===== src/rtl/rst_seq_ctr.sv =====
// Staged reset sequencer: qualifies MMCM lock, then releases N_STAGE resets in order.
// Optional macro RST_SEQ_LOCK_CNT_EN builds the saturating lock-loss event counter.
module rst_seq_ctr #(
  parameter int N_STAGE         = 4,
  parameter int LOCK_STABLE_CYC = 1024,
  parameter int STAGE_GAP       = 16,
  parameter int SOFT_HOLD       = 64
) (
  input  logic               sys_clk,
  input  logic               sys_rst,
  input  logic               mmc_lock,
  input  logic               soft_rst_req,
  output logic [N_STAGE-1:0] rst_stage,
  output logic               seq_done,
  output logic [2:0]         seq_state,
  output logic [7:0]         lock_lost_cnt
);

  typedef enum logic [2:0] {
    WAIT_LOCK = 3'd0,
    STABLE    = 3'd1,
    RELEASE   = 3'd2,
    RUN       = 3'd3,
    SOFT      = 3'd4
  } state_t;

  localparam logic [15:0] LOCK_LAST = 16'(LOCK_STABLE_CYC - 1);
  localparam logic [15:0] GAP_LAST  = 16'(STAGE_GAP - 1);
  localparam logic [15:0] SOFT_LAST = 16'(SOFT_HOLD - 1);
  localparam logic [2:0]  IDX_LAST  = 3'(N_STAGE - 1);

  function automatic logic [N_STAGE-1:0] stage_mask(input logic [2:0] idx);
    logic [N_STAGE-1:0] m;
    m = '0;
    for (int i = 0; i < N_STAGE; i++)
      if (idx == 3'(i)) m[i] = 1'b1;
    return m;
  endfunction

  logic lock_p0, lock_p1, lock_p2;
  logic lock_s, lock_q;

  // Stage p0/p1: two-flop synchronizer for mmc_lock; p2 is a one-cycle history of lock_s
  always_ff @(posedge sys_clk) begin
    if (sys_rst) begin
      lock_p0 <= 1'b0;
      lock_p1 <= 1'b0;
      lock_p2 <= 1'b0;
    end else begin
      lock_p0 <= mmc_lock;
      lock_p1 <= lock_p0;
      lock_p2 <= lock_p1;
    end
  end

  assign lock_s = lock_p1;
  // Qualification starts only once lock_s has been high on two consecutive cycles.
  assign lock_q = lock_p1 & lock_p2;

  state_t             state_q, state_d;
  logic [15:0]        cnt_q, cnt_d;
  logic [2:0]         idx_q, idx_d;
  logic [N_STAGE-1:0] stage_q, stage_d;

  always_ff @(posedge sys_clk) begin
    if (sys_rst) begin
      state_q <= WAIT_LOCK;
      cnt_q   <= 16'd0;
      idx_q   <= 3'd0;
      stage_q <= '1;
    end else begin
      state_q <= state_d;
      cnt_q   <= cnt_d;
      idx_q   <= idx_d;
      stage_q <= stage_d;
    end
  end

  always_comb begin
    state_d = state_q;
    cnt_d   = cnt_q;
    idx_d   = idx_q;
    stage_d = stage_q;
    case (state_q)
      WAIT_LOCK: begin
        stage_d = '1;
        cnt_d   = 16'd0;
        if (lock_q) state_d = STABLE;
      end
      STABLE: begin
        stage_d = '1;
        if (!lock_s) begin
          state_d = WAIT_LOCK;
          cnt_d   = 16'd0;
        end else if (cnt_q == LOCK_LAST) begin
          state_d = RELEASE;
          cnt_d   = 16'd0;
          idx_d   = 3'd0;
        end else begin
          cnt_d = cnt_q + 16'd1;
        end
      end
      RELEASE, RUN: begin
        // Lock loss takes priority over a simultaneous soft request.
        if (!lock_s) begin
          state_d = WAIT_LOCK;
          stage_d = '1;
          cnt_d   = 16'd0;
          idx_d   = 3'd0;
        end else if (soft_rst_req) begin
          state_d = SOFT;
          stage_d = '1;
          cnt_d   = 16'd0;
          idx_d   = 3'd0;
        end else if (state_q == RELEASE) begin
          if (cnt_q == GAP_LAST) begin
            stage_d = stage_q & ~stage_mask(idx_q);
            cnt_d   = 16'd0;
            idx_d   = idx_q + 3'd1;
            if (idx_q == IDX_LAST) state_d = RUN;
          end else begin
            cnt_d = cnt_q + 16'd1;
          end
        end
      end
      SOFT: begin
        stage_d = '1;
        if (cnt_q == SOFT_LAST) begin
          state_d = WAIT_LOCK;
          cnt_d   = 16'd0;
        end else begin
          cnt_d = cnt_q + 16'd1;
        end
      end
      default: begin
        state_d = WAIT_LOCK;
        stage_d = '1;
        cnt_d   = 16'd0;
        idx_d   = 3'd0;
      end
    endcase
  end

  assign rst_stage = stage_q;
  assign seq_done  = (state_q == RUN);
  assign seq_state = state_q;

`ifdef RST_SEQ_LOCK_CNT_EN
  function automatic logic [7:0] sat_inc8(input logic [7:0] v);
    return (v == 8'hFF) ? v : v + 8'd1;
  endfunction

  logic       lost_evt;
  logic [7:0] lost_cnt_q;

  assign lost_evt = ((state_q == RELEASE) || (state_q == RUN)) && !lock_s;

  always_ff @(posedge sys_clk) begin
    if (sys_rst)       lost_cnt_q <= 8'd0;
    else if (lost_evt) lost_cnt_q <= sat_inc8(lost_cnt_q);
  end

  assign lock_lost_cnt = lost_cnt_q;
`else
  assign lock_lost_cnt = 8'd0;
`endif

endmodule


===== config.mk =====
export PLATFORM = sky130hd
export DESIGN_NAME = rst_seq_ctr
export DESIGN_NICKNAME = d
export VERILOG_FILES = /design/src/rtl/rst_seq_ctr.sv
export SDC_FILE = /design/constraint.sdc
export NUM_CORES = 1
export LEC_CHECK = 0
export BUFFER_PORTS_ARGS = -buffer_cell sky130_fd_sc_hd__buf_2
export CAP_MARGIN = 20
export CELL_PAD_IN_SITES_DETAIL_PLACEMENT = 1
export CELL_PAD_IN_SITES_GLOBAL_PLACEMENT = 2
export CORE_ASPECT_RATIO = 0.9
export CORE_MARGIN = 1.5
export CORE_UTILIZATION = 34
export DETAILED_ROUTE_END_ITERATION = 10
export GPL_ROUTABILITY_DRIVEN = 0
export GPL_TIMING_DRIVEN = 0
export PLACE_DENSITY = 0.82
export SYNTH_ARGS = -nofsm -noshare
export SYNTH_HDL_FRONTEND = slang
export SYNTH_SLANG_ARGS = --single-unit

===== constraint.sdc =====
create_clock -name sys_clk -period 2.9 [get_ports sys_clk]
set_clock_uncertainty 0.2 [all_clocks]
set_input_delay 0.435 -clock sys_clk [delete_from_list [all_inputs] [get_ports sys_clk]]
set_output_delay 0.435 -clock sys_clk [all_outputs]
set_load 0.02 [all_outputs]

==> flow_metrics.env, run 1 <==
export IMPL_synth_top_flop_cell="dfxtp_1"
export IMPL_critical_path_launch_point_type="flop"
export IMPL_whs_path_depth=2
export IMPL_routed_via_density=5.27
export IMPL_setup_reg_to_reg_worst_slack_ps=130
export IMPL_r2r_end="seq_state[1]"
export IMPL_clock_insertion_delay_at_the_later_pin_of_the_skew_report_ps=290
export IMPL_antenna_cells=0
export IMPL_cts_sinks=29
export IMPL_critPathMaxStageDelay_ps=600
export IMPL_grt_antenna_before_repair=0
export IMPL_boundaryPins=20
export IMPL_synth_top_area_share_pct=34.8
export IMPL_cp_cell_sequence="or4_1, or4_1, o2bb2ai_1, or4_1, a21oi_1"
export IMPL_swShare_pct=24.4
export IMPL_worstSetupPathDepth=5
export IMPL_wire_length_of_the_first_global_routing_pass_um=7270
export IMPL_final_core_util_pct=42.3
export IMPL_multi_input_area_um2=1000
export IMPL_synth_area_top_cells="dfxtp_1, nand2_1, nor2_1"
export IMPL_synth_seq_cells=29
export IMPL_clk_root_buffer_cell="clkbuf_8"
export IMPL_grt_ovfl_total=0
export IMPL_power_report_internal_total_mw=0.612
export IMPL_chipHeight_um=69.5
export IMPL_power_clock_fraction_pct=42.4
export IMPL_place_detailed_hpwl_um=3130
export IMPL_synth_area_um2=1670
export IMPL_synth_warning_count=0
export IMPL_clk_pin_slew_ps=60
export IMPL_critPathLaunch="cnt_q[6]"
export IMPL_die_area_um2=5340
export IMPL_drt_pre_antenna_iters=4
export IMPL_fillers=564
export IMPL_initial_core_util_pct=36.5
export IMPL_wl_per_cell_um=14.5
export IMPL_dr_total_vias=1554
export IMPL_layout_min_cycle_time_ps=2770
export IMPL_timing_max_cap_violations=0
export IMPL_routed_wire_length_um=4290
export IMPL_slew_violations=0
export IMPL_core_region_area_um2=4580
export IMPL_holdCritPathClass="in2reg"
export IMPL_synthMostInstantiatedCell="dfxtp_1"
export IMPL_die_width_um=76.9
export IMPL_reg2regPathDepth=5
export IMPL_share_of_the_clock_period_used_by_the_worst_path_after_layout_pct=95.5
export IMPL_io_buffers=11
export IMPL_critical_path_class="reg2reg"
export IMPL_rsz0062_at_grt="false"
export IMPL_area_growth_synth_to_final_pct=16.0
export IMPL_path_common_cell="or4_1"
export IMPL_post_synthesis_area_per_instance_um2=8.06
export IMPL_power_density_nw_per_um2=419
export IMPL_layout_nets=243
export IMPL_worst_setup_path_end_kind="flop"
export IMPL_grt_max_degree=11
export IMPL_grt_use_total_pct=17.4
export IMPL_setup_viol=0
export IMPL_post_cts_buffers=0
export IMPL_timing_hold_violations_final=0
export IMPL_ir_drop_uv=211
export IMPL_clock_fmax_mhz=361
export IMPL_critical_path_peak_fanout=5
export IMPL_drc=0
export IMPL_yosysUniqueCellTypes=46
export IMPL_drive_above_1_share_pct=15.0
export IMPL_p_comb_share_pct=7.6
export IMPL_critical_path_top_delay_family="simple AND/OR/NAND/NOR gates"
export IMPL_tritoncts_clock_tree="done"
export IMPL_crit_slowest_cell="or4_1"
export IMPL_path_buf_inv=0
export IMPL_origin_of_the_critical_flop_to_flop_path="cnt_q[6]"
export IMPL_p_leak_nw=0.703
export IMPL_tightestPinTransition_ps=769
export IMPL_drt_initial_drc_count=53
export IMPL_min_from="mmc_lock"
export IMPL_finalSetupTns_ps=0
export IMPL_rows=23
export IMPL_cts_inserted_buffers=5
export IMPL_postSynthCellCount=207
export IMPL_vias_in_the_first_global_route=1498
export IMPL_cts_htree_levels=2
export IMPL_sequential_fraction_of_the_synthesis_area_pct=34.8
export IMPL_synth_common_cells="dfxtp_1, nand2_1, nor2_1, nand3_1"
export IMPL_timing_critical_path_arrival_ps=2780
export IMPL_critical_path_required_ps=2910
export IMPL_synth_async_sr_flop_share_pct=0
export IMPL_outcome="finished clean"
export IMPL_postRouteAntennaNets=0
export IMPL_worst_slew_margin_rel_pct=48.5
export IMPL_clock_tree_buffer_depth=2
export IMPL_synth_enable_flop_cells=0
export IMPL_netlist_top_cell_by_area="dfxtp_1"
export IMPL_sequentialPowerShare_pct=50.1
export IMPL_power_net_switching_mw=0.198
export IMPL_timing_hold_worst_endpoint="lock_p0"
export IMPL_area_sequential_um2=581
## cell families after synthesis
group           synth area share (%)
other cells                    0.225
compound gates                  15.6
flops                           34.8
simple gates                    32.7
buf+inv                         7.50
fa+ha+maj                       4.50
xor+xnor                        4.72
## sequential cells by signal, summed over array words and instances (netlist names)
name / count
cnt_q: 16
idx_q: 3
lock_p0: 1
lock_p1: 1
lock_p2: 1
rst_stage: 4
seq_state: 3
## power by group through the flow
| stage | Sequential, mW | Clock (mW) | Combinational [mW] |
|---|---|---|---|
| 2_1_floorplan | 0.416 | 0 | 0.0432 |
| 3_3_place_gp | 0.414 | 0 | 0.0593 |
| 3_5_place_dp | 0.414 | 0 | 0.0594 |
| 4_1_cts | 0.405 | 0.355 | 0.0596 |
| 5_1_grt | 0.406 | 0.371 | 0.0678 |
| 6_report | 0.406 | 0.343 | 0.0614 |
## repair_timing
action | in CTS | in global routing
gates resized for setup | 0 | 4
hold buffers | 0 | 0
endpoints found under the setup margin | 0 | 17
## per-layer routing
metal  track usage, %  vias up  share of wire (%)
met1             24.9      751                 52
met2             24.8       21                 43
li1                 -      775                  -
met3             3.95        7                3.4
met4             7.61        0                1.7
met5                0        -                  0
## layout make-up
class	instances	area share (%)
clock buffer	7	4.46
inverter	9	1.75
multi-input combinational	160	51.9
sequential	29	30.0
tap	62	4.01
timing repair buffer	12	3.10
buffer	16	4.78
## stage by stage
stage          power [mW]  instance area, um2  setup WS [ps]  instances  hold WS, ps
3_3_place_gp        0.474                1830           74.5        287          241
3_5_place_dp        0.474                1830           69.9        287          244
4_1_cts             0.820                1910           35.6        294          163
2_1_floorplan       0.459                1700            337        214          214
5_1_grt             0.845                1940           19.8        295          177
6_report            0.810                1940            129        295          164
## placed cells by master (no fill, tap or decap), types with 7 or more instances in the layout
| cell type | n |
|---|---|
| inv_1 | 8 |
| nand3_1 | 11 |
| nand2_1 | 25 |
| o21ai_1 | 8 |
| clkbuf_1 | 7 |
| buf_4 | 8 |
| or4_1 | 8 |
| conb_1 | 8 |
| nor2_1 | 23 |
| dfxtp_1 | 29 |
| buf_2 | 13 |
## worst max-delay path by stage
stage,end
2_1_floorplan,idx_q[0]
3_3_place_gp,cnt_q[8]
3_5_place_dp,cnt_q[12]
4_1_cts,cnt_q[12]
5_1_grt,seq_state[1]
6_report,seq_state[1]
No activity file was read; power rests on OpenSTA's default activity.
==> run 2: changes to the inputs <==
==> constraint.sdc (replaced) <==
create_clock -name sys_clk -period 2.9 [get_ports sys_clk]
set_clock_uncertainty 0.2 [all_clocks]
set_input_delay 0.435 -clock sys_clk [delete_from_list [all_inputs] [get_ports sys_clk]]
set_output_delay 0.435 -clock sys_clk [all_outputs]
set_load 0.1 [all_outputs]
==> flow_metrics.env, run 2 (same netlist as run 1, synthesis figures left out) <==
export IMPL_routed_via_density=5.18
export IMPL_routed_wire_length_um=4160
export IMPL_clk_pin_slew_ps=60
export IMPL_vias_in_the_first_global_route=1438
export IMPL_timing_max_cap_violations=0
export IMPL_io_buffers=11
export IMPL_p_leak_nw=0.697
export IMPL_tritoncts_clock_tree="done"
export IMPL_slew_violations=0
export IMPL_core_region_area_um2=4580
export IMPL_setup_viol=0
export IMPL_final_common_cell="dfxtp_1"
export IMPL_clk_root_buffer_cell="clkbuf_8"
export IMPL_clock_tree_buffer_depth=2
export IMPL_place_detailed_hpwl_um=3040
export IMPL_antenna_cells=0
export IMPL_drc=0
export IMPL_rows=23
export IMPL_post_cts_buffers=0
export IMPL_power_density_nw_per_um2=440
export IMPL_cp_cell_sequence="or4_1, or4_1, o2bb2ai_1, o31ai_2, nor2_1"
export IMPL_grt_use_total_pct=16.6
export IMPL_chipHeight_um=69.5
export IMPL_critPathMaxStageDelay_ps=620
export IMPL_drt_initial_drc_count=43
export IMPL_dr_total_vias=1528
export IMPL_grt_antenna_before_repair=0
export IMPL_fillers=565
export IMPL_wire_length_of_the_first_global_routing_pass_um=7010
export IMPL_critical_path_required_ps=2840
export IMPL_grt_max_degree=11
export IMPL_critical_path_class="reg2reg"
export IMPL_worst_slew_margin_rel_pct=55.7
export IMPL_cts_htree_levels=2
export IMPL_crit_slowest_cell="o31ai_2"
export IMPL_postRouteAntennaNets=0
export IMPL_max_flop_register="cnt_q"
export IMPL_grt_ovfl_total=0
export IMPL_critical_path_launch_point_type="flop"
export IMPL_total_power_mw=0.848
export IMPL_drt_pre_antenna_iters=4
export IMPL_cts_inserted_buffers=5
export IMPL_critPathLaunch="cnt_q[6]"
export IMPL_final_cell_count_no_fill=295
export IMPL_share_of_the_clock_period_used_by_the_worst_path_after_layout_pct=97.2
export IMPL_path_common_cell="or4_1"
export IMPL_clock_fmax_mhz=355
export IMPL_holdCritPathClass="in2reg"
export IMPL_die_area_um2=5340
export IMPL_boundaryPins=20
export IMPL_most_frequent_cells_in_the_layout="dfxtp_1, nand2_1, nor2_1, buf_2, nand3_1"
export IMPL_outcome="finished clean"
export IMPL_layout_min_cycle_time_ps=2820
export IMPL_timing_hold_violations_final=0
export IMPL_clock_insertion_delay_at_the_later_pin_of_the_skew_report_ps=280
export IMPL_ir_drop_uv=296
export IMPL_timing_critical_path_arrival_ps=2760
export IMPL_drive_above_1_share_pct=15.0
export IMPL_cts_sinks=29
export IMPL_place_inst=287
export IMPL_wl_per_cell_um=14.1
export IMPL_tightestPinTransition_ps=661
export IMPL_rsz0062_at_grt="true"
export IMPL_layout_nets=243
export IMPL_largest_register_ffs=16
export IMPL_origin_of_the_critical_flop_to_flop_path="cnt_q[6]"
export IMPL_die_width_um=76.9
export IMPL_initial_core_util_pct=36.5
export IMPL_area_growth_synth_to_final_pct=15.5
export IMPL_critical_path_peak_fanout=8
export IMPL_min_from="mmc_lock"
export IMPL_worst_setup_path_end_kind="flop"
==> run 2: cell counts in the layout (fill, tap and decap cells not counted) <==
No cell type changed its count.
==> run 2: layout make-up <==
type | instances | area, um2 | share of cell area (%)
Inverter | 9 | 33.8 | 1.75
Clock buffer | 7 | 86.3 | 4.48
Timing Repair Buffer | 12 | 60.1 | 3.11
Tap cell | 62 | 77.6 | 4.02
Sequential cell | 29 | 581 | 30.1
Multi-Input combinational cell | 160 | 998 | 51.8
Buffer | 16 | 91.3 | 4.74
==> run 2: worst max-delay path: cells and delay by family, from the launching register on <==
kind | cells | cell delay, ps
AOI/OAI and AO/OA | 2 | 850
and+or+nand+nor | 3 | 1280
DFF | 1 | 340
==> run 2: repair_timing <==
action	CTS	global route
endpoints found under the setup margin	0	18
resized for setup	0	1
hold buffers	0	0
==> run 2: power by group <==
part           switching (mW)  total (mW)  internal [mW]
Clock                   0.146       0.334          0.188
Sequential            0.00337       0.405          0.402
Combinational          0.0868       0.109         0.0222
Total                   0.236       0.848          0.612
==> run 2: metrics by stage <==
stage	util, %	instance area (um2)	setup WS [ps]	setup TNS (ps)	hold slack, ps
after detailed placement	40.0	1830	80.3	0	230
after global routing	42.1	1930	-95.4	-670	180
final	42.1	1930	81.3	0	165
after CTS	41.9	1920	50.9	0	161
after global placement	40.0	1830	75.5	0	237
after floorplan	-	1700	55.7	0	214
==> run 2: path summary, 6_finish.rpt <==
check / end / slack [ps] / cells past startpoint
worst max-delay path: cnt_q[4] / 80 / 5
worst min-delay path: lock_p0 / 160 / 2
worst max register to register: cnt_q[4] / 80 / 5
worst min register to register: lock_p1 / 250 / 1
==> run 2: layer usage <==
metal / vias to the layer above / share of wire [%] / global-route usage, %
li1: 771 / - / -
met1: 731 / 54 / 23.8
met2: 22 / 43 / 24.7
met3: 4 / 2.9 / 3.55
met4: 0 / 0.82 / 4.94
met5: - / 0 / 0
==> run 3: changes to the inputs <==
--- a/config.mk
+++ b/config.mk
@@ -16,6 +16,7 @@
 export GPL_ROUTABILITY_DRIVEN = 0
 export GPL_TIMING_DRIVEN = 0
 export PLACE_DENSITY = 0.82
+export RECOVER_POWER = 25
 export SYNTH_ARGS = -nofsm -noshare
 export SYNTH_HDL_FRONTEND = slang
 export SYNTH_SLANG_ARGS = --single-unit
==> flow_metrics.env, run 3 (same netlist as run 1, synthesis figures left out) <==
export IMPL_dr_total_vias=1529
export IMPL_worstSetupPathDepth=5
export IMPL_crit_end="cnt_q[4]"
export IMPL_postRouteAntennaNets=0
export IMPL_area_growth_synth_to_final_pct=15.2
export IMPL_cp_cell_sequence="or4_1, or4_1, o2bb2ai_1, o31ai_2, nor2_1"
export IMPL_initial_core_util_pct=36.5
export IMPL_power_density_nw_per_um2=441
export IMPL_largest_register_ffs=16
export IMPL_drc=0
export IMPL_timing_critical_path_arrival_ps=2760
export IMPL_p_leak_nw=0.691
export IMPL_clk_root_buffer_cell="clkbuf_8"
export IMPL_rsz0062_at_grt="true"
export IMPL_p_comb_share_pct=12.8
export IMPL_timing_max_cap_violations=0
export IMPL_cts_htree_levels=2
export IMPL_wire_length_of_the_first_global_routing_pass_um=7010
export IMPL_chipHeight_um=69.5
export IMPL_finalSetupTns_ps=0
export IMPL_tightestPinTransition_ps=1170
export IMPL_critical_path_launch_point_type="flop"
export IMPL_power_net_switching_mw=0.236
export IMPL_critical_path_top_delay_family="simple AND/OR/NAND/NOR gates"
export IMPL_drt_initial_drc_count=43
export IMPL_timing_hold_violations_final=0
export IMPL_path_common_cell="or4_1"
export IMPL_min_from="mmc_lock"
export IMPL_grt_max_degree=11
export IMPL_drive_above_1_share_pct=13.3
export IMPL_vias_in_the_first_global_route=1438
export IMPL_routed_wire_length_um=4160
export IMPL_holdCritPathClass="in2reg"
export IMPL_antenna_cells=0
export IMPL_final_core_util_pct=42.0
export IMPL_clock_tree_buffer_depth=2
export IMPL_ir_drop_uv=296
export IMPL_share_of_the_clock_period_used_by_the_worst_path_after_layout_pct=97.2
export IMPL_critical_path_required_ps=2840
export IMPL_drt_pre_antenna_iters=4
export IMPL_clk_pin_slew_ps=60
export IMPL_grt_use_total_pct=16.6
export IMPL_critical_path_class="reg2reg"
export IMPL_cts_inserted_buffers=5
export IMPL_die_area_um2=5340
export IMPL_outcome="finished clean"
export IMPL_layout_min_cycle_time_ps=2820
export IMPL_boundaryPins=20
export IMPL_origin_of_the_critical_flop_to_flop_path="cnt_q[6]"
export IMPL_grt_antenna_before_repair=0
export IMPL_whs_path_depth=2
export IMPL_layout_nets=243
export IMPL_path_buf_inv=0
export IMPL_total_power_mw=0.848
export IMPL_power_clock_fraction_pct=39.3
export IMPL_critical_path_peak_fanout=8
export IMPL_die_width_um=76.9
export IMPL_slew_violations=0
export IMPL_worst_slew_margin_rel_pct=22.5
export IMPL_swShare_pct=27.8
export IMPL_wl_per_cell_um=14.1
export IMPL_power_report_internal_total_mw=0.612
export IMPL_setup_viol=0
export IMPL_worst_setup_path_end_kind="flop"
export IMPL_clock_fmax_mhz=355
export IMPL_critPathMaxStageDelay_ps=620
export IMPL_tritoncts_clock_tree="done"
export IMPL_core_region_area_um2=4580
export IMPL_setup_reg_to_reg_worst_slack_ps=80
export IMPL_hold_buffers=0
export IMPL_reg2regPathDepth=5
export IMPL_crit_slowest_cell="o31ai_2"
export IMPL_routed_via_density=5.18
export IMPL_grt_ovfl_total=0
export IMPL_sequentialPowerShare_pct=47.8
export IMPL_r2r_end="cnt_q[4]"
export IMPL_place_detailed_hpwl_um=3040
export IMPL_cts_sinks=29
export IMPL_rows=23
export IMPL_most_frequent_cells_in_the_layout="dfxtp_1, nand2_1, nor2_1, clkbuf_1, nand3_1"
export IMPL_max_flop_register="cnt_q"
export IMPL_clock_insertion_delay_at_the_later_pin_of_the_skew_report_ps=280
export IMPL_io_buffers=11
export IMPL_final_common_cell="dfxtp_1"
export IMPL_critPathLaunch="cnt_q[6]"
-- run 3: cell type report --
class | instances | area (um2)
inverter | 9 | 33.8
fill | 566 | 2650
buffer | 16 | 91.3
clock buffer | 7 | 86.3
timing repair buffer | 12 | 55.1
multi-input combinational | 160 | 998
sequential | 29 | 581
tap | 62 | 77.6
-- run 3: what timing repair did --
| action | CTS | global route |
|---|---|---|
| endpoints found under the setup margin | 0 | 18 |
| gates resized for setup | 0 | 1 |
| buffers inserted | 0 | 0 |
-- run 3: metal layers --
metal	part of all wire [%]	up-vias	GRT usage [%]
met4	0.82	0	4.94
li1	-	772	-
met5	0	-	0
met1	54	731	23.8
met2	42	22	24.7
met3	3.0	4	3.55
-- run 3: power by group through the flow --
stage	Combinational (mW)	Clock, mW	Sequential, mW
6_report	0.109	0.334	0.406
3_3_place_gp	0.107	0	0.414
5_1_grt	0.115	0.362	0.406
3_5_place_dp	0.107	0	0.414
2_1_floorplan	0.0796	0	0.427
4_1_cts	0.108	0.347	0.405
-- run 3: metrics by stage --
stage,cell area [um2],setup WS [ps],hold slack [ps],instances
final,1920,81.3,165,295
after global placement,1830,75.5,237,287
after CTS,1920,50.9,161,294
after global routing,1920,-95.4,180,295
after detailed placement,1830,80.3,230,287
after floorplan,1700,55.7,214,214
-- run 3: worst min-delay path by stage --
stage,end
floorplan,lock_p1
global placement,lock_p1
detailed placement,lock_p1
CTS,lock_p0
global route,lock_p0
finish,lock_p0
